$ cat src/rtl/stepper_move_sequencer.sv
`timescale 1ns/1ps
// Stepper move sequencer: accepts move commands, ramps the step rate, holds torque, drives {ENB,ENA,IN4..IN1}.
// Build option: define STEPPER_HALF_STEP_EN for the 8-entry half-step phase table (default is 4-entry full-step).
module stepper_move_sequencer #(
  parameter int unsigned STEPS_W      = 16,
  parameter int unsigned PERIOD_W     = 20,
  parameter int unsigned POS_W        = 24,
  parameter int unsigned START_PERIOD = 500000,
  parameter int unsigned MIN_PERIOD   = 25000,
  parameter int unsigned RAMP_DEC     = 25000,
  parameter int unsigned HOLD_CYCLES  = 5000000
) (
  input  logic                clk,
  input  logic                reset,
  input  logic                cmd_valid,
  output logic                cmd_ready,
  input  logic                cmd_dir,
  input  logic [STEPS_W-1:0]  cmd_steps,
  input  logic [PERIOD_W-1:0] cmd_period,
  input  logic                abort,
  output logic [5:0]          motor_out,
  output logic                busy,
  output logic                done,
  output logic                aborted,
  output logic [POS_W-1:0]    position
);

`ifdef STEPPER_HALF_STEP_EN
  localparam int unsigned IDX_W = 3;
`else
  localparam int unsigned IDX_W = 2;
`endif
  localparam int unsigned HOLD_W = (HOLD_CYCLES < 2) ? 1 : $clog2(HOLD_CYCLES + 1);

  localparam logic [PERIOD_W-1:0] START_P = PERIOD_W'(START_PERIOD);
  localparam logic [PERIOD_W-1:0] MIN_P   = PERIOD_W'(MIN_PERIOD);
  localparam logic [PERIOD_W-1:0] DEC_P   = PERIOD_W'(RAMP_DEC);
  localparam logic [PERIOD_W:0]   DEC_X   = (PERIOD_W+1)'(RAMP_DEC);
  localparam logic [HOLD_W-1:0]   HOLD_P  = HOLD_W'(HOLD_CYCLES);

  typedef enum logic [1:0] {
    ST_IDLE,
    ST_RUN,
    ST_HOLD
  } state_e;

  function automatic logic [3:0] phase_pattern(input logic [IDX_W-1:0] i);
    logic [3:0] p;
`ifdef STEPPER_HALF_STEP_EN
    case (i)
      3'd0:    p = 4'b0001;
      3'd1:    p = 4'b0011;
      3'd2:    p = 4'b0010;
      3'd3:    p = 4'b0110;
      3'd4:    p = 4'b0100;
      3'd5:    p = 4'b1100;
      3'd6:    p = 4'b1000;
      default: p = 4'b1001;
    endcase
`else
    case (i)
      2'd0:    p = 4'b0011;
      2'd1:    p = 4'b0110;
      2'd2:    p = 4'b1100;
      default: p = 4'b1001;
    endcase
`endif
    return p;
  endfunction

  state_e              state_q, state_d;
  logic [IDX_W-1:0]    idx_q, idx_d;
  logic [POS_W-1:0]    pos_q, pos_d;
  logic                dir_q, dir_d;
  logic [PERIOD_W-1:0] tgt_q, tgt_d;
  logic [PERIOD_W-1:0] cur_q, cur_d;
  logic [STEPS_W-1:0]  rem_q, rem_d;
  logic [STEPS_W-1:0]  rc_q, rc_d;
  logic [PERIOD_W-1:0] timer_q, timer_d;
  logic [HOLD_W-1:0]   hold_q, hold_d;
  logic                done_q, done_d;
  logic                aborted_q, aborted_d;

  logic                accept;
  logic                step;
  logic                finish;
  logic [STEPS_W-1:0]  rem_dec;
  logic [PERIOD_W:0]   cur_up;
  logic [PERIOD_W-1:0] cmd_tgt;
  logic [PERIOD_W-1:0] cmd_cur;

  assign cmd_ready = (state_q != ST_RUN) && !abort;
  assign accept    = cmd_valid && cmd_ready;
  assign cmd_tgt   = (cmd_period < MIN_P) ? MIN_P : cmd_period;
  assign cmd_cur   = (START_P > cmd_tgt) ? START_P : cmd_tgt;
  assign rem_dec   = rem_q - STEPS_W'(1);
  assign cur_up    = {1'b0, cur_q} + DEC_X;

  always_comb begin
    state_d   = state_q;
    idx_d     = idx_q;
    pos_d     = pos_q;
    dir_d     = dir_q;
    tgt_d     = tgt_q;
    cur_d     = cur_q;
    rem_d     = rem_q;
    rc_d      = rc_q;
    timer_d   = timer_q;
    hold_d    = hold_q;
    done_d    = 1'b0;
    aborted_d = aborted_q;
    step      = 1'b0;
    finish    = 1'b0;

    unique case (state_q)
      ST_RUN: begin
        timer_d = timer_q - PERIOD_W'(1);
        step    = (timer_q <= PERIOD_W'(1));
        if (step) begin
          idx_d = dir_q ? idx_q + IDX_W'(1) : idx_q - IDX_W'(1);
          pos_d = dir_q ? pos_q + POS_W'(1) : pos_q - POS_W'(1);
          rem_d = rem_dec;
          // rc counts ramp-up steps taken, so decel starts once remaining steps fit the ramp back down
          if ((rem_dec <= rc_q) && (rc_q != '0)) begin
            cur_d = (cur_up > {1'b0, START_P}) ? START_P : cur_up[PERIOD_W-1:0];
            rc_d  = rc_q - STEPS_W'(1);
          end else if (cur_q > tgt_q) begin
            cur_d = ({1'b0, cur_q} > ({1'b0, tgt_q} + DEC_X)) ? cur_q - DEC_P : tgt_q;
            rc_d  = rc_q + STEPS_W'(1);
          end
          timer_d = cur_d;
          finish  = (rem_dec == '0);
        end
        if (abort) begin
          finish    = 1'b1;
          aborted_d = 1'b1;
        end
        if (finish) begin
          state_d = ST_HOLD;
          done_d  = 1'b1;
          hold_d  = HOLD_P;
        end
      end
      ST_HOLD: begin
        if (hold_q <= HOLD_W'(1)) state_d = ST_IDLE;
        else                      hold_d  = hold_q - HOLD_W'(1);
      end
      default: ;
    endcase

    // Accept is only possible outside RUN, so it never races the step logic above
    if (accept) begin
      aborted_d = 1'b0;
      if (cmd_steps == '0) begin
        done_d = 1'b1;
      end else begin
        state_d = ST_RUN;
        dir_d   = cmd_dir;
        tgt_d   = cmd_tgt;
        cur_d   = cmd_cur;
        rem_d   = cmd_steps;
        rc_d    = '0;
        timer_d = cmd_cur;
      end
    end
  end

  always_ff @(posedge clk) begin
    if (reset) begin
      state_q   <= ST_IDLE;
      idx_q     <= '0;
      pos_q     <= '0;
      dir_q     <= 1'b0;
      tgt_q     <= '0;
      cur_q     <= '0;
      rem_q     <= '0;
      rc_q      <= '0;
      timer_q   <= '0;
      hold_q    <= '0;
      done_q    <= 1'b0;
      aborted_q <= 1'b0;
    end else begin
      state_q   <= state_d;
      idx_q     <= idx_d;
      pos_q     <= pos_d;
      dir_q     <= dir_d;
      tgt_q     <= tgt_d;
      cur_q     <= cur_d;
      rem_q     <= rem_d;
      rc_q      <= rc_d;
      timer_q   <= timer_d;
      hold_q    <= hold_d;
      done_q    <= done_d;
      aborted_q <= aborted_d;
    end
  end

  assign motor_out = (state_q == ST_IDLE) ? 6'b000000 : {2'b11, phase_pattern(idx_q)};
  assign busy      = (state_q == ST_RUN);
  assign done      = done_q;
  assign aborted   = aborted_q;
  assign position  = pos_q;

endmodule

$ cat config.mk
export PLATFORM = sky130hd
export DESIGN_NAME = stepper_move_sequencer
export DESIGN_NICKNAME = d
export VERILOG_FILES = /design/src/rtl/stepper_move_sequencer.sv
export SDC_FILE = /design/constraint.sdc
export NUM_CORES = 1
export LEC_CHECK = 0
export ABC_AREA = 1
export CORE_ASPECT_RATIO = 1.4
export CORE_MARGIN = 1.5
export CORE_UTILIZATION = 35
export CTS_CLUSTER_DIAMETER = 100
export DETAILED_ROUTE_END_ITERATION = 6
export DONT_BUFFER_PORTS = 1
export PLACE_DENSITY = 0.45
export SLEW_MARGIN = 20
export SYNTH_ARGS = -nofsm -noshare
export SYNTH_HDL_FRONTEND = slang
export SYNTH_SLANG_ARGS = --single-unit
export TNS_END_PERCENT = 50
$ cat constraint.sdc
create_clock -name clk -period 3.7 [get_ports clk]
set_input_delay 0.74 -clock clk [delete_from_list [all_inputs] [get_ports clk]]
set_output_delay 0.74 -clock clk [all_outputs]
set_load 0.01 [all_outputs]
==> results.py <==
metrics = {
    "cts": {
        "cts_buffers": 17,
        "clk_pin_slew_ns": 0.06,
        "cts_hold_buffers": 0,
        "cts_htree_levels": 4,
        "cts-root-buf": "clkbuf_16",
        "clk_path_buf_depth": 2,
        "cts.sinks": 146,
        "cts_tree": "yes",
        "clk_latency_ns": 0.44,
    },
    "sta": {
        "finalCriticalPeriod_ns": 3.41,
        "relSlewSlack_pct": 44.8,
        "setup_viol": 0,
        "finalClockSkew_ns": 0.00933,
        "worst_pin_slew_ns": 0.828,
        "hold_ws_ns": 0.383,
        "finalMaxSlewViolations": 0,
        "hold_viol": 0,
        "fmax_mhz": 293,
        "finalCritPeriodShare_pct": 92.2,
    },
    "global_routing": {
        "grt_max_degree": 49,
        "first_global_vias": 12500,
        "track_usage_pct": 25.1,
        "grt_overflow": 0,
        "antenna_found_initial": 0,
        "grt_pass1_wl_um": 71000,
    },
    "placement": {
        "io_buffers": 0,
        "place_congestion": 0.902,
        "place_area_mm2": 0.0132,
        "dp_hpwl_um": 36400,
        "dp_cells": 2398,
    },
    "final_layout": {
        "final_cell_area_mm2": 0.0139,
        "drive_gt1_share_pct": 10.3,
        "antenna_cells": 0,
        "stdcell_count": 2432,
        "n_fill_cell": 3881,
        "nets": 2098,
        "area.growth.synth_to_final_pct": 10.4,
    },
    "routing": {
        "drtIter0Drc": 652,
        "avgRoutedWirePerCell_um": 18.8,
        "vias_per_cell": 5.30,
        "num_vias": 12900,
        "drc": 0,
        "firstDrtPassIters": 5,
        "ant_nets": 0,
        "wirelength_um": 45700,
    },
    "floorplanning": {
        "io_pins": 75,
        "die_h_um": 227,
        "start_util_pct": 35.7,
        "core-area_mm2": 0.0352,
        "fp.dieW_um": 163,
        "die_area_mm2": 0.0370,
        "std_cell_rows": 81,
    },
    "critical_path": {
        "worst_ep_arrival_time_ns": 3.75,
        "crit_type": "flip-flop to flip-flop",
        "worstPathMaxFanout": 12,
        "cp_data_required_time_ns": 4.04,
        "crit_path_start_kind": "flip-flop",
        "end_kind": "flip-flop",
    },
    "hold_path": {
        "hp-class": "input port to flip-flop",
    },
    "logic_synthesis": {
        "synth_top_area_share_pct": 23.3,
        "synth_area_leader_cell": "dfxtp_1",
        "ys_ff_latch": 146,
        "ys_types": 67,
        "syn_inst": 1946,
        "synthArstFlopShare_pct": 0,
        "syn-num-nets": 2081,
        "synth_edf_count": 0,
        "synth_flop_cell": "dfxtp_1",
        "ys_seq_area_share_pct": 23.3,
        "synth.top_cells.by_area": "dfxtp_1 (23%), nand2_1 (13%), ha_1 (9.3%)",
        "synth.avg_cell_area_um2": 6.45,
        "yosys_warnings": 0,
        "synth_area_mm2": 0.0126,
    },
    "pwr": {
        "vdd_drop_max_mv": 0.260,
        "p_clk_share_pct": 31.7,
        "power_density_mw_per_mm2": 414,
        "p_leak_nw": 6.60,
        "power.internal_w": 0.00350,
        "p_sw_w": 0.00224,
        "power_frac_seq_pct": 31.2,
        "sw_frac_of_total_pct": 39.0,
        "pwr-share-comb_pct": 37.2,
    },
    "job": {
        "cap_viol_max_count": 0,
    },
    "run_status": {
        "status": "finished, final reports clean",
    },
}
sequential cells by signal, indices dropped and copies added, names as in the netlist, 2 cells and up:
register	cells
position	24
hold_q	23
cur_q	20
tgt_q	20
timer_q	20
rc_q	16
rem_q	16
idx_q	2
state_q	2
cell usage after synthesis, types with 8 or more instances:
cell type  count
nor4_1         9
nand2_1      439
inv_2         18
nand4_1       44
inv_1        208
nand3b_1      12
nor2_2         8
o21ai_0      106
clkbuf_1      23
buf_2         19
nand3_2       15
ha_1          93
o21ai_1       17
dfxtp_1      146
buf_4         11
nor2_1       192
o211ai_1      19
nand3_1      187
xnor2_1       12
nor3_1        25
or2_2         15
o22ai_1       16
a21oi_1      142
xor2_1        66
nand2_2       13
metrics by stage:
step                      worst slack [ns]  TNS [ns]  utilization [%]  power, W
after global placement               0.272         0             37.5   0.00393
after detailed placement             0.230         0             37.5   0.00392
after floorplan                      0.554         0                -   0.00336
after CTS                            0.212         0             39.2   0.00575
final                                0.290         0             39.4   0.00573
after global routing              -0.00528  -0.00528             39.4   0.00612
area by class of cell:
type,count,area (um^2),share of cell area (%)
flip-flops and latches,146,2920,21.1
clock inverters,9,130,0.939
well taps,456,571,4.12
repair buffers,60,462,3.33
clock buffers,23,468,3.38
inverters,229,868,6.27
multi-input cells,1509,8430,60.9
power by group through the flow:
stage	registers (W)	clock network (W)	logic [W]
2_1_floorplan	0.00178	0	0.00158
6_report	0.00179	0.00182	0.00213
3_5_place_dp	0.00182	0	0.00210
5_1_grt	0.00180	0.00192	0.00240
3_3_place_gp	0.00182	0	0.00210
4_1_cts	0.00179	0.00186	0.00211
cells by family after synthesis:
group	count (synthesis)	share of synthesized area (%)
adder cells (fa/ha/maj)	94	9.43
flip-flops	146	23.3
buffers and inverters	291	9.88
XOR/XNOR	78	5.44
AND/OR/NAND/NOR	989	36.0
AO/OA/AOI/OAI	348	16.0
cell usage in the layout, fill, tap and decap left out, drive strengths merged, types with 5 or more instances in the layout:
cell    count
xor2       66
ha         93
o21bai      5
inv       227
xnor2      12
a21oi     143
o22ai      16
clkbuf     23
a31oi       8
nor3       30
buf        60
o211ai     26
nand4      45
nor4       10
o21ai     127
nand3     202
or2        19
dfxtp     146
or3         7
nand2     455
nor2      203
nand3b     13
clkinv      7
routing by layer:
metal	global-route usage, %	vias up	part of all wire, %
met2	46.5	284	52
met1	29.3	5991	42
met3	3.01	80	3.7
met5	0	-	0
li1	-	6530	-
met4	9.35	0	3.1
critical path, cell delays in order, from the launching register on:
cell,delay [ns]
dfxtp_1,0.41
inv_1,0.08
o21ai_1,0.10
nand2_1,0.11
a31oi_2,0.16
nand2_1,0.13
o21ai_0,0.21
xor2_1,0.20
ha_1,0.27
a21oi_1,0.16
nor2_1,0.06
a211oi_1,0.16
nor2_1,0.07
nor2_1,0.10
nand3_1,0.11
nand2_2,0.10
buf_6,0.15
o21ai_0,0.19
o21ai_1,0.28
nand3_1,0.10
nand2_1,0.07
nand2_1,0.06
final timing paths:
| check | from | depth (start not counted) | end | slack (ns) |
|---|---|---|---|---|
| worst max register to register | tgt_q[5] | 21 | cur_q[3] | 0.29 |
| worst max-delay path | tgt_q[5] | 21 | cur_q[3] | 0.29 |
| worst min-delay path | reset | 1 | rem_q[15] | 0.38 |
| worst min register to register | rc_q[15] | 2 | rc_q[15] | 0.46 |
what timing repair did:
action                                  in CTS  in global routing
buffers inserted                             0                  2
resized for setup                            0                 15
endpoints found under the setup margin       0                 55
(Power assumes the default switching activity.)
==> variant 1 (same settings) <==
Set the parameter `PERIOD_W` to 16 (it was 20).
--- a/src/rtl/stepper_move_sequencer.sv
+++ b/src/rtl/stepper_move_sequencer.sv
@@ -3,7 +3,7 @@
 // Build option: define STEPPER_HALF_STEP_EN for the 8-entry half-step phase table (default is 4-entry full-step).
 module stepper_move_sequencer #(
   parameter int unsigned STEPS_W      = 16,
-  parameter int unsigned PERIOD_W     = 20,
+  parameter int unsigned PERIOD_W     = 16,
   parameter int unsigned POS_W        = 24,
   parameter int unsigned START_PERIOD = 500000,
   parameter int unsigned MIN_PERIOD   = 25000,
Interface: changed (resized cmd_period); port bits go from 75 to 71. The function was not compared with the original's and may differ.
==> variant 1 against the original RTL <==
  * Sequential cell count fell by 12
  * Cell area fell by 11%
  * Global-route usage fell by 2.1 points
  * Routed wire length fell by 19%
  * Synthesized cell count fell by 9.5%
  * Die area fell by 12%
  * Maximum frequency rose by 4.6%
  * Worst setup slack improved by 0.15 ns
  * Area after synthesis fell by 12%
  * Utilization rose by 0.31 points
  * Total power rose by 2.2%
  * Critical path type unchanged
  * Critical endpoint is now cur_q[14]$_SDFF_PP0_
  * Largest cell class unchanged
  * Largest power group unchanged
==> variant 1: results (changes against the original RTL) <==
- The run finished with clean final reports.
- The overall routing resource usage came to 22.98% (-2.1 points).
- The clock latency of the later-clocked register in the worst-skew pair is approximately 0.45 ns.
- The number of flip-flops under the largest register name is 24 (unchanged).
- The number of global-route vias before repair is 11.16k (-11%).
- The post-placement cell count is 2137 (-11%).
- The count of different cell masters after synthesis is 47 (-30%).
- The largest voltage drop on the vdd net is 0.0002815 V (+8.4%).
- In this run the most critical hold path is launched from reset.
- The biggest fanout along the worst timing path is 16 (+4).
- On the critical path the largest part of the delay comes from simple AND/OR/NAND/NOR gates.
- The worst setup timing slack at the placement stage is 0.1325 ns (-0.09732 ns).
- Tracing the worst setup path back leads to its startpoint at tgt_q[3]$_SDFFE_PP0P_.
- After clock tree synthesis, the clock-pin slew on the worst setup and hold paths is around 0.07 ns.
- The pin count of the biggest net entering global routing is 48 (-2.0%).
- The largest buffer count on any clock path is 2 (unchanged).
- The layout cell share with drive strength beyond 1 came to 7.684% (-2.6 points).
- The placed instance area came to 11610 µm² (-12%).
- The global-route wire length before repair is 58950 µm (-17%).
- The master of the slowest instance on the critical path is sky130_fd_sc_hd__dfxtp_2.
- The Yosys warning count is 0 (unchanged).
- The first-pass iteration count of the detailed router was 5 (unchanged).
- The number of nets in the synthesized netlist was 1885 (-9.4%).
- The number of antenna violations at the first check in global routing came to 0 (unchanged).
- The largest clock skew in the final design came to 0.01496 ns (+0.005623 ns).
- The xor and xnor fraction of the mapped netlist area is 5.442% (about the same).
- The placer's final routability congestion estimate came to 0.8954 (-0.70%).
- The mux contribution to synthesized area is 0% (unchanged).
- The adder-cell share of the synthesized area was 9.778% (+0.35 points).
- The number of design-rule violations left by the first detailed-router iteration is 627 (-3.8%).
- The H-tree depth reported by CTS is 4 (unchanged).
- The worst reg2reg path depth is 19 (-9.5%).
- The async set-reset flop share out of synthesis is 0% (unchanged).
- The cell sitting at the root of the clock tree is a sky130_fd_sc_hd__clkbuf_16.
- The sequential element share of the synthesized area is 24.21% (+0.92 points).
- The non-filler instance count after layout is 2173 (-11%).
- The number of buffers inserted by port buffering is 0 (unchanged).
- The delay of the slowest cell on the worst path was 0.34 ns (-0.07 ns).
- The arrival time at the worst endpoint is 3.60 ns (-0.15 ns).
- The cell depth of the worst min-delay path is 1 (unchanged).
- The number of vias per cell after detailed routing came to 5.167 (-2.5%).
- The routed wire length per instance was 16.98 µm (-9.7%).
- The post-DP HPWL came to 28760 µm (-21%).
- The antenna cell count is 0 (unchanged).
- The type of the worst min-delay path is in2reg.
- The leakage component of the power is 6.097 nW (-7.7%).
- Ranked by total cell area, the synthesized netlist is headed by sky130_fd_sc_hd__dfxtp_1, sky130_fd_sc_hd__nand2_1, sky130_fd_sc_hd__ha_1.
- The synthesized area divided by synthesized cell count is 6.289 µm² (-2.5%).
- The headroom to the max-slew limit is 49.18% (+4.4 points).
- The compound-gate portion of the synthesized area is 15.73% (-0.29 points).
- By count the netlist is led by sky130_fd_sc_hd__nand2_1, sky130_fd_sc_hd__inv_1, sky130_fd_sc_hd__nor2_1.
- The number of CTS-inserted buffers is 17 (unchanged).
variant 1: cell count changes after synthesis, moves of 11 or more:
cell                       unedited run  this run
sky130_fd_sc_hd__nand3_1            187       125
sky130_fd_sc_hd__o22ai_1             16         3
sky130_fd_sc_hd__o21ai_0            106       125
sky130_fd_sc_hd__dfxtp_1            146       134
sky130_fd_sc_hd__o21bai_1             5        17
sky130_fd_sc_hd__nand4_1             44        57
sky130_fd_sc_hd__nand3_2             15         2
sky130_fd_sc_hd__xor2_1              66        49
sky130_fd_sc_hd__inv_2               18         7
sky130_fd_sc_hd__a21oi_1            142       115
sky130_fd_sc_hd__o21ai_1             17         4
sky130_fd_sc_hd__nor2_1             192       168
variant 1: metal layers:
metal  vias up  track usage [%]  wire length [µm]
met5         -                0                 0
met4         0            8.838               981
met3        49            2.546               966
met2       197            43.54             19120
met1      5167            26.40             15820
li1       5815                -                 -
variant 1: cell type report:
class | instances | area [µm²]
clock buffers | 18 | 439.2
clock inverters | 14 | 188.9
fillers | 3392 | 18690
inverters | 220 | 825.8
multi-input cells | 1349 | 7308
flip-flops and latches | 134 | 2685
well taps | 390 | 488.0
repair buffers | 48 | 372.9
variant 1: final timing paths:
| check | to | slack (ns) |
|---|---|---|
| setup / recovery | cur_q[14]$_SDFF_PP0_ | 0.44 |
| hold / removal | hold_q[8]$_SDFFE_PP0P_ | 0.36 |
| setup reg to reg | cur_q[14]$_SDFF_PP0_ | 0.44 |
| hold reg to reg | rc_q[14]$_SDFF_PP0_ | 0.48 |
variant 1: power by group:
group          switching (mW)  internal, mW
clock                   0.763          1.10
combinational            1.48         0.841
sequential              0.126          1.55
total                    2.37          3.49
variant 1: what timing repair did:
action / CTS / global route
hold buffers: 0 / 0
resized for setup: 0 / 11
endpoints found under the setup margin: 0 / 33
buffers inserted: 0 / 4
==> variant 2 (same settings) <==
Without the edit above. Encoding of `state_e`: now one-hot (3 bits for 3 states).
--- a/src/rtl/stepper_move_sequencer.sv
+++ b/src/rtl/stepper_move_sequencer.sv
@@ -38,10 +38,10 @@
   localparam logic [PERIOD_W:0]   DEC_X   = (PERIOD_W+1)'(RAMP_DEC);
   localparam logic [HOLD_W-1:0]   HOLD_P  = HOLD_W'(HOLD_CYCLES);
 
-  typedef enum logic [1:0] {
-    ST_IDLE,
-    ST_RUN,
-    ST_HOLD
+  typedef enum logic [2:0] {
+    ST_IDLE = 3'b001,
+    ST_RUN  = 3'b010,
+    ST_HOLD = 3'b100
   } state_e;
 
   function automatic logic [3:0] phase_pattern(input logic [IDX_W-1:0] i);
Check against the original RTL: same outputs for any inputs over 10 cycles, from zero or initial values and one cycle with reset high; not proved beyond that.
==> variant 2 against the original RTL <==
  * Combinational power decreased by 35%
  * Sequential share of layout area is 0.62 points higher
  * Die area shrank 3.4%
  * Routed wire length shrank 11%
  * Cell area fell by 2.1%
  * Sequential cell count up 1
  * Total power down 15%
  * Highest routed layer unchanged
  * Area after synthesis shrank 3.4%
  * Largest power group is now the clock network
  * Worst setup slack got worse by 0.11 ns
==> variant 2: results (changes against the original RTL) <==
- The run finished with clean final reports.
- The overall routing resource usage is 22.97% (-2.2 points).
- The clock period minus final worst setup slack is 3.516 ns (+0.1061 ns).
- The total of fill cells in the finished design is 3708 (-4.5%).
- The worst reg-to-reg setup slack is 0.18 ns (-0.11 ns).
- The worst register-to-register path ends at timer_q[1]$_SDFF_PP0_.
- The wire length on met1 is 17670 µm (-7.2%).
- The number of design-rule violations left by the first detailed-router iteration came to 685 (+5.1%).
- The delay of the slowest cell on the worst path is 0.32 ns (-0.09 ns).
- By area the synthesized netlist is led by sky130_fd_sc_hd__dfxtp_1, sky130_fd_sc_hd__nand2_1, sky130_fd_sc_hd__ha_1.
- The arrival time at the worst endpoint is 3.87 ns (+0.12 ns).
- The total length of routed met2 wires is 20300 µm (-14%).
- The leakage component of the power was 6.460 nW (-2.2%).
- The biggest fanout along the worst timing path is 11 (-1).
- The post-placement cell count is 2302 (-4.0%).
- The sequential element share of the synthesized area is 24.28% (+0.99 points).
- The post-route worst hold slack is 0.3674 ns (-0.01597 ns).
- The met3 wire length is 1587 µm (-5.3%).
- The post-layout net count is 2010 (-4.2%).
- The routed wire length per instance was 17.41 µm (-7.4%).
- The global routing met2 resource utilization was 40.52% (-6.0 points).
- The via count was 12.27k (-4.8%).
- The hold path endpoint is done$_SDFF_PP0_.
- The overall power of the completed layout was 4.844 mW (-15%).
- By count the netlist is led by sky130_fd_sc_hd__nand2_1, sky130_fd_sc_hd__inv_1, sky130_fd_sc_hd__nor2_1.
- The count of different cell masters after synthesis is 57 (-15%).
- The most critical setup path has its startpoint at rem_q[0]$_SDFF_PP0_.
- The largest voltage drop on the vdd net is 0.0003055 V (+18%).
- The number of vias per cell after detailed routing came to 5.236 (-1.2%).
- The sequential cell fraction of total power came to 35.2% (+4.0 points).
- The reported clock group power was 1.75 mW (-4%).
- The synthesized area divided by synthesized cell count is 6.510 µm² (+0.92%).
- The post-DP HPWL was 31510 µm (-13%).
- The worst reg2reg path depth is 22 (+4.8%).
- The largest clock skew in the final design is 0.01266 ns (+0.003328 ns).
- The number of antenna violations at the first check in global routing came to 1 (+1).
- The pin count of the biggest net entering global routing is 51 (+4.1%).
- The headroom to the max-slew limit came to 43.38% (-1.4 points).
- The placed instance area is 12790 µm² (-3.1%).
- The internal power consumption is 3.117 mW (-11%).
- The met1 routing resource usage after global routing is 27.90% (-1.4 points).
- The global-route wire length before repair is 64220 µm (-9.6%).
- The cell class contributing the biggest share of worst-path delay is simple AND/OR/NAND/NOR gates.
- The worst setup path is launched from a flop.
- The worst setup timing slack at the placement stage was 0.0001688 ns (-0.2296 ns).
- The post-cts resize count was 2 (+2).
- The placer's final routability congestion estimate came to 0.8764 (-2.8%).
- The layout cell share with drive strength beyond 1 is 12.11% (+1.8 points).
- The met3 global-route usage came to 3.328% (+0.32 points).
==> variant 2: cell count changes after synthesis, sizes merged, moves of 4 or more <==
cell	delta
buf	-4
o31ai	+4
o22ai	+5
xnor2	+4
nor3	+11
inv	-5
o21ai	+6
nor2	-20
nand3	-56
nand3b	-9
nand4	-6
nand2	-20
==> variant 2: cells by family (layout without fill, tap and decap cells) <==
kind of cell             count (synthesis)  in the layout  share of synthesized area (%)
AND/OR/NAND/NOR                        892            894                          33.29
AO/OA/AOI/OAI                          366            366                          17.61
buffers and inverters                  285            312                          9.517
flip-flops                             147            147                          24.28
adder cells (fa/ha/maj)                 91             91                          9.455
XOR/XNOR                                81             81                          5.853
other                                    0              1                              0
==> variant 2: area by class of cell <==
class	instances	area, µm²	area share [%]
flip-flops and latches	147	2945	21.72
clock buffers	22	474.2	3.497
diodes	1	2.502	0.01845
inverters	226	855.8	6.311
multi-input cells	1432	8174	60.27
well taps	451	564.3	4.161
clock inverters	10	98.84	0.7288
repair buffers	54	446.7	3.294
